==> src/rtl/if_fetch_buffer_if.sv <==
// if_fetch_buffer_if: fetch/imem/decode signal bundle for the fetch buffer
//   master: drives requests, flush, imem responses and decode ready (fetch + imem + decode side)
//   slave : the fetch buffer; drives o_full and the decode head {o_valid, o_pc, o_instr}
interface if_fetch_buffer_if;
    logic        i_req_valid;
    logic [31:0] i_req_addr;
    logic        i_flush;
    logic        i_imem_resp;
    logic [31:0] i_imem_rdata;
    logic        o_full;
    logic        o_valid;
    logic [31:0] o_pc;
    logic [31:0] o_instr;
    logic        i_ready;

    modport master (
        output i_req_valid, i_req_addr, i_flush, i_imem_resp, i_imem_rdata, i_ready,
        input  o_full, o_valid, o_pc, o_instr
    );

    modport slave (
        input  i_req_valid, i_req_addr, i_flush, i_imem_resp, i_imem_rdata, i_ready,
        output o_full, o_valid, o_pc, o_instr
    );
endinterface

==> src/rtl/if_fetch_buffer.sv <==
// if_fetch_buffer: in-order fetch buffer pairing imem read addresses with returning data
//   clk, rst : clock, synchronous active-high reset
//   bus      : if_fetch_buffer_if.slave (requests, flush, imem responses, decode handshake, o_full)
//   DEPTH    : total credits shared by pending requests and buffered instructions (power of two, >= 2)
//   IFB_BYPASS_EN : when defined, a current-epoch response into an empty buffer is presented
//                   to decode in the same cycle
module if_fetch_buffer #(
    parameter int DEPTH = 4
) (
    input logic           clk,
    input logic           rst,
    if_fetch_buffer_if.slave bus
);
    localparam int AW = $clog2(DEPTH);
    localparam int PW = AW + 1;

    logic [31:0]   pq_addr [DEPTH];
    logic          pq_ep   [DEPTH];
    logic [31:0]   fa      [DEPTH];
    logic [31:0]   fd      [DEPTH];
    logic [PW-1:0] pw, pr, fw, fr;
    logic          epoch, full_q, valid_q;
    logic [31:0]   pc_q, instr_q;

    logic          epoch_n, resp_pop, resp_hit, fifo_push, fifo_pop, byp_take, new_head;
    logic [31:0]   head_addr;
    logic [PW-1:0] pw_n, pr_n, fw_n, fr_n, pend_cnt, fifo_cnt;
    logic [PW:0]   occ_n;
    logic [AW-1:0] head_idx;

    // A request in a flush cycle is the redirect target, so it already carries the new epoch.
    assign epoch_n   = epoch ^ bus.i_flush;
    assign resp_pop  = bus.i_imem_resp && (pw != pr);
    assign head_addr = pq_addr[pr[AW-1:0]];
    assign resp_hit  = resp_pop && (pq_ep[pr[AW-1:0]] == epoch) && !bus.i_flush;
    assign fifo_pop  = valid_q && bus.i_ready;
    assign fifo_push = resp_hit && !byp_take;

    assign pw_n = pw + PW'(bus.i_req_valid);
    assign pr_n = pr + PW'(resp_pop);
    assign fw_n = fw + PW'(fifo_push);
    // Flush never coincides with a push, so collapsing the read pointer empties the FIFO.
    assign fr_n = bus.i_flush ? fw : fr + PW'(fifo_pop);

    assign pend_cnt = pw_n - pr_n;
    assign fifo_cnt = fw_n - fr_n;
    assign occ_n    = {1'b0, pend_cnt} + {1'b0, fifo_cnt};

    // Next head is the slot being written this cycle when the FIFO drains to exactly that slot.
    assign head_idx = fr_n[AW-1:0];
    assign new_head = fifo_push && (fw[AW-1:0] == head_idx);

`ifdef IFB_BYPASS_EN
    logic byp;
    assign byp         = resp_hit && (fw == fr);
    assign byp_take    = byp && bus.i_ready;
    assign bus.o_valid = valid_q | byp;
    assign bus.o_pc    = byp ? head_addr : pc_q;
    assign bus.o_instr = byp ? bus.i_imem_rdata : instr_q;
`else
    assign byp_take    = 1'b0;
    assign bus.o_valid = valid_q;
    assign bus.o_pc    = pc_q;
    assign bus.o_instr = instr_q;
`endif
    assign bus.o_full = full_q;

    always_ff @(posedge clk) begin
        if (rst) begin
            pw      <= '0;
            pr      <= '0;
            fw      <= '0;
            fr      <= '0;
            epoch   <= 1'b0;
            full_q  <= 1'b0;
            valid_q <= 1'b0;
            pc_q    <= '0;
            instr_q <= '0;
        end else begin
            pw      <= pw_n;
            pr      <= pr_n;
            fw      <= fw_n;
            fr      <= fr_n;
            epoch   <= epoch_n;
            full_q  <= (occ_n == (PW+1)'(DEPTH));
            valid_q <= (fw_n != fr_n);
            pc_q    <= new_head ? head_addr : fa[head_idx];
            instr_q <= new_head ? bus.i_imem_rdata : fd[head_idx];
        end
    end

    always_ff @(posedge clk) begin
        if (bus.i_req_valid) begin
            pq_addr[pw[AW-1:0]] <= bus.i_req_addr;
            pq_ep[pw[AW-1:0]]   <= epoch_n;
        end
        if (fifo_push) begin
            fa[fw[AW-1:0]] <= head_addr;
            fd[fw[AW-1:0]] <= bus.i_imem_rdata;
        end
    end

    a_no_req_when_full: assert property (@(posedge clk) disable iff (rst) bus.i_req_valid |-> !full_q);
endmodule
==> src/flat_wrapper.sv <==
// flat-port wrapper written by rule: the top's interface ports become plain ports
module if_fetch_buffer_flat 
#(
    parameter int DEPTH = 4
)
  (clk, rst, bus_i_req_valid, bus_i_req_addr, bus_i_flush, bus_i_imem_resp, bus_i_imem_rdata, bus_i_ready, bus_o_full, bus_o_valid, bus_o_pc, bus_o_instr);
  if_fetch_buffer_if bus_i ();
  input logic clk;
  input logic rst;
  input wire logic [$bits(bus_i.i_req_valid)-1:0] bus_i_req_valid;
  input wire logic [$bits(bus_i.i_req_addr)-1:0] bus_i_req_addr;
  input wire logic [$bits(bus_i.i_flush)-1:0] bus_i_flush;
  input wire logic [$bits(bus_i.i_imem_resp)-1:0] bus_i_imem_resp;
  input wire logic [$bits(bus_i.i_imem_rdata)-1:0] bus_i_imem_rdata;
  input wire logic [$bits(bus_i.i_ready)-1:0] bus_i_ready;
  output wire logic [$bits(bus_i.o_full)-1:0] bus_o_full;
  output wire logic [$bits(bus_i.o_valid)-1:0] bus_o_valid;
  output wire logic [$bits(bus_i.o_pc)-1:0] bus_o_pc;
  output wire logic [$bits(bus_i.o_instr)-1:0] bus_o_instr;
  assign bus_i.i_req_valid = bus_i_req_valid;
  assign bus_i.i_req_addr = bus_i_req_addr;
  assign bus_i.i_flush = bus_i_flush;
  assign bus_i.i_imem_resp = bus_i_imem_resp;
  assign bus_i.i_imem_rdata = bus_i_imem_rdata;
  assign bus_i.i_ready = bus_i_ready;
  assign bus_o_full = bus_i.o_full;
  assign bus_o_valid = bus_i.o_valid;
  assign bus_o_pc = bus_i.o_pc;
  assign bus_o_instr = bus_i.o_instr;
  if_fetch_buffer #(.DEPTH(DEPTH)) u_core (.clk(clk), .rst(rst), .bus(bus_i));
endmodule
==> config.mk <==
export PLATFORM = sky130hd
export DESIGN_NAME = if_fetch_buffer_flat
export DESIGN_NICKNAME = d
export VERILOG_FILES = /design/src/rtl/if_fetch_buffer_if.sv /design/src/rtl/if_fetch_buffer.sv /design/src/flat_wrapper.sv
export SDC_FILE = /design/constraint.sdc
export NUM_CORES = 1
export LEC_CHECK = 0
export ABC_AREA = 1
export CAP_MARGIN = 20
export CORE_ASPECT_RATIO = 1.5
export CORE_MARGIN = 1.5
export CORE_UTILIZATION = 50
export CTS_BUF_LIST = sky130_fd_sc_hd__clkbuf_8
export DETAILED_ROUTE_END_ITERATION = 12
export PLACE_DENSITY = 0.72
export SYNTH_ARGS = -nofsm -noshare
export SYNTH_HDL_FRONTEND = slang
export SYNTH_SLANG_ARGS = --single-unit
==> constraint.sdc <==
create_clock -name clk -period 10.12 [get_ports clk]
set_clock_uncertainty 0.05 [all_clocks]
set_input_delay 1.518 -clock clk [delete_from_list [all_inputs] [get_ports clk]]
set_output_delay 1.518 -clock clk [all_outputs]
set_load 0.02 [all_outputs]
==> results.md <==
* CTS Hold Bufs at 0
* First drt pass iteration count at 5
* Minimum period implied by the final worst setup slack at between 4000 and 5000 ps
* HPWL Detailed at roughly 20000 µm
* Netlist cell types at 28
* Die H at ~240 µm
* CTS tree: done
* Hold Vio Cnt, Final at 0
* WL/cell at 16.77 µm
* Most used DFF post-synth: edfxtp_1
* Grt ovf at 0
* P_leak at a little under 0.008 µW
* Via count at 11570
* Synth async-reset ratio at 0%
* TritonCTS buffer count at between 60 and 70
* Core Rows at 85
* Setup crit end kind: register
* H-tree Lvls at 2
* Seq/Total Area, Yosys at between 70% and 80%
* Syn Nets at 1607
* Largest net degree at the start of global routing at roughly 100
* Final Routed Wirelength at 36410 µm
* CP Cell Sequence: clkdlybuf4s50_1, nand2_1, inv_1, ha_1, ha_1, nand2_1, o21ai_4, buf_4, nand2_1, a21oi_4, buf_4, nand3_1, nand2_1, nor2_1
* Setup TNS at 0 ps
* Clock Pin Slew Worst Setup and Hold Paths at approximately 70 ps
* Fin worst setup slack at about 5600 ps
* Post-route ant nets at 0
* Crit-path max cell delay at about 800 ps
* Top-count cell post-synth: edfxtp_1
* Pwr Density at about 200 mW/mm²
* Mapped cell area at 0.01818 mm²
* Initial antenna violation count at 1
* Clk root buf: clkbuf_8
* Post-CTS Setup Bufs at 0
* Crit path max fanout at about 100
* Skew-Pair Late Insertion Delay at 640 ps
* CP required at roughly 11000 ps
* Clock Tree Buf Depth at 3
* Slew @ Worst Pin at between 1000 and 1500 ps
* Final setup viols at 0
* Rel. slew slack at between 20% and 30%
* CP Launch Type: primary input
* Worst VDD drop at ~0.12 mV
* Placed cell count at approximately 2100
* Outcome: finished clean
* Gpl congestion at roughly 0.76
* Avg Cell Area, Syn at 11.96 µm²
* Worst path bufs/invs at 4
* Starting Density at 50.72%
* Final Non-Filler Cells at 2172
* Post-synth EDFFs at slightly below 400
* Top Ports at ~140
* Clock sink count at 467
* Synth top area share at between 60% and 70%
* 1st-iter DRT viols at 784
* Die width at between 150 and 200 µm
* Post-synth top area cell: edfxtp_1
* Vias in the first global route at approximately 11000
* Synth area leaders: edfxtp_1 64%, dfxtp_1 8.7%, o21ai_0 4.6%, nor2_1 4.5%, nand2_1 4.0%
* First-pass GRT wire length at 57040 µm
* PortBufs at approximately 140
* Global-route usage over all layers at 19.57%
* Fin crit share at roughly 45%
* RSZ-0062 raised after global routing: no
* Synth Register Bits at approximately 470
* Arr. time, crit path at 5040 ps
* Final slew viol count at 0
* Max Cap Violations at 0
* Pre-CTS setup slack at slightly below 5000 ps
* Max frequency at about 220 MHz
* Final core utilization at around three fifths
* Core area at ~0.036 mm²
* Yosys warnings at 0
* Nets at approximately 1700
* P&R area growth vs syn at 16.30%
* Top delay family on crit path: buffers and inverters
* Cells after synthesis at roughly 1500
* Hold Crit Class: reg2reg
* Die area at between 0.03 and 0.04 mm²
* Drc violations at 0
* Resize count post-CTS at 0
* Slowest CP cell: buf_4
* Vias per cell at approximately 5.3
* Crit path kind: in2reg
* Crit path top cell by count: nand2_1
* Share of layout cells above drive strength 1 at roughly 7.6%
* Top post-synthesis cells by count: 388 x edfxtp_1, 217 x nor2_1, 196 x nand2_1
[layout make-up]
class / instances / area (µm²)
Timing Repair Buffer: 152 / 1491
Inverter: 103 / 389.1
Clock inverter: 47 / 266.5
Tap cell: 478 / 598.1
Fill cell: 2810 / 14700
Sequential cell: 467 / 13240
Antenna cell: 1 / 2.502
Clock buffer: 69 / 949.7
Multi-Input combinational cell: 855 / 4210
[through the flow]
step,cell area (µm²),hold WS [ps],power (µW)
after floorplan,18180,417.6,2698
after global placement,19900,439.9,2911
after detailed placement,19920,456.3,2933
after CTS,21140,489.2,4263
after global routing,21140,508.4,4416
final,21140,482.0,4233
[cell usage in the layout (no fill, tap or decap), drive strengths merged]
cell,netlist,routed
nor3,4,4
diode,0,1
a21oi,84,84
nor2,217,217
xnor2,6,6
clkinv,0,23
fa,3,3
nand3b,25,25
xor2,4,4
o211ai,11,11
a211o,1,1
o21ai,168,168
o22ai,57,57
dfxtp,79,79
nand3,61,61
buf,44,17
and2,1,1
nand2,198,198
clkdlybuf4s50,0,135
clkinvlp,0,2
clkbuf,51,69
ha,14,14
inv,103,123
nor4,1,1
bufinv,0,2
edfxtp,388,388
[registers in the layout, indices dropped and copies added (netlist names)]
register	count
u_core.fd	128
u_core.epoch	1
u_core.pq_addr	128
u_core.bus.o_valid	1
u_core.bus.o_instr	32
u_core.pr	3
u_core.fa	128
u_core.pq_ep	4
u_core.pw	3
u_core.bus.o_pc	32
u_core.fw	3
u_core.bus.o_full	1
u_core.fr	3
[cell families (layout without fill, tap and decap cells)]
| group | after synthesis | count (layout) | share of synthesized area, % |
|---|---|---|---|
| xor+xnor | 10 | 10 | 0.4817 |
| fa+ha+maj | 17 | 17 | 1.294 |
| simple gates | 507 | 507 | 11.51 |
| flops | 467 | 467 | 72.79 |
| buf+inv | 198 | 371 | 4.439 |
| other cells | 0 | 1 | 0 |
| compound gates | 321 | 321 | 9.484 |
[path summary, 6_finish.rpt]
kind / startpoint / end / slack, ps / cells past startpoint
worst max-delay path: bus_i_ready / u_core.bus.o_pc[2] / 5570 / 14
worst min-delay path: u_core.epoch / u_core.epoch / 480 / 2
worst max register to register: u_core.pr[0] / u_core.bus.o_full / 6350 / 16
worst min register to register: u_core.epoch / u_core.epoch / 480 / 2
[report_power, final]
| group | internal, µW | total, µW | switching (µW) |
|---|---|---|---|
| Clock | 681 | 1340 | 663 |
| Combinational | 214 | 647 | 433 |
| Sequential | 2210 | 2240 | 30.6 |
| Total | 3110 | 4230 | 1130 |
[per-layer routing]
metal	track usage (%)	share of wire, %	up-vias
li1	-	-	5565
met1	23.45	39	5561
met2	34.21	51	366
met3	3.825	6.5	74
met4	8.015	3.0	0
met5	0	0	-
[worst reg2reg max path, stage by stage (launching register included)]
cell     delay, ps
dfxtp_2        330
buf_4          650
nand2_1        130
nand3_1        140
nand2_1         60
nand2_1         50
nand2_1         80
nor2_4         230
ha_1           200
ha_1           240
inv_1          120
fa_1           410
inv_1          100
fa_1           420
nor4_1         240
o21ai_0        120
a21oi_1        120
Note: power is estimated with default switching activity, not from simulation.
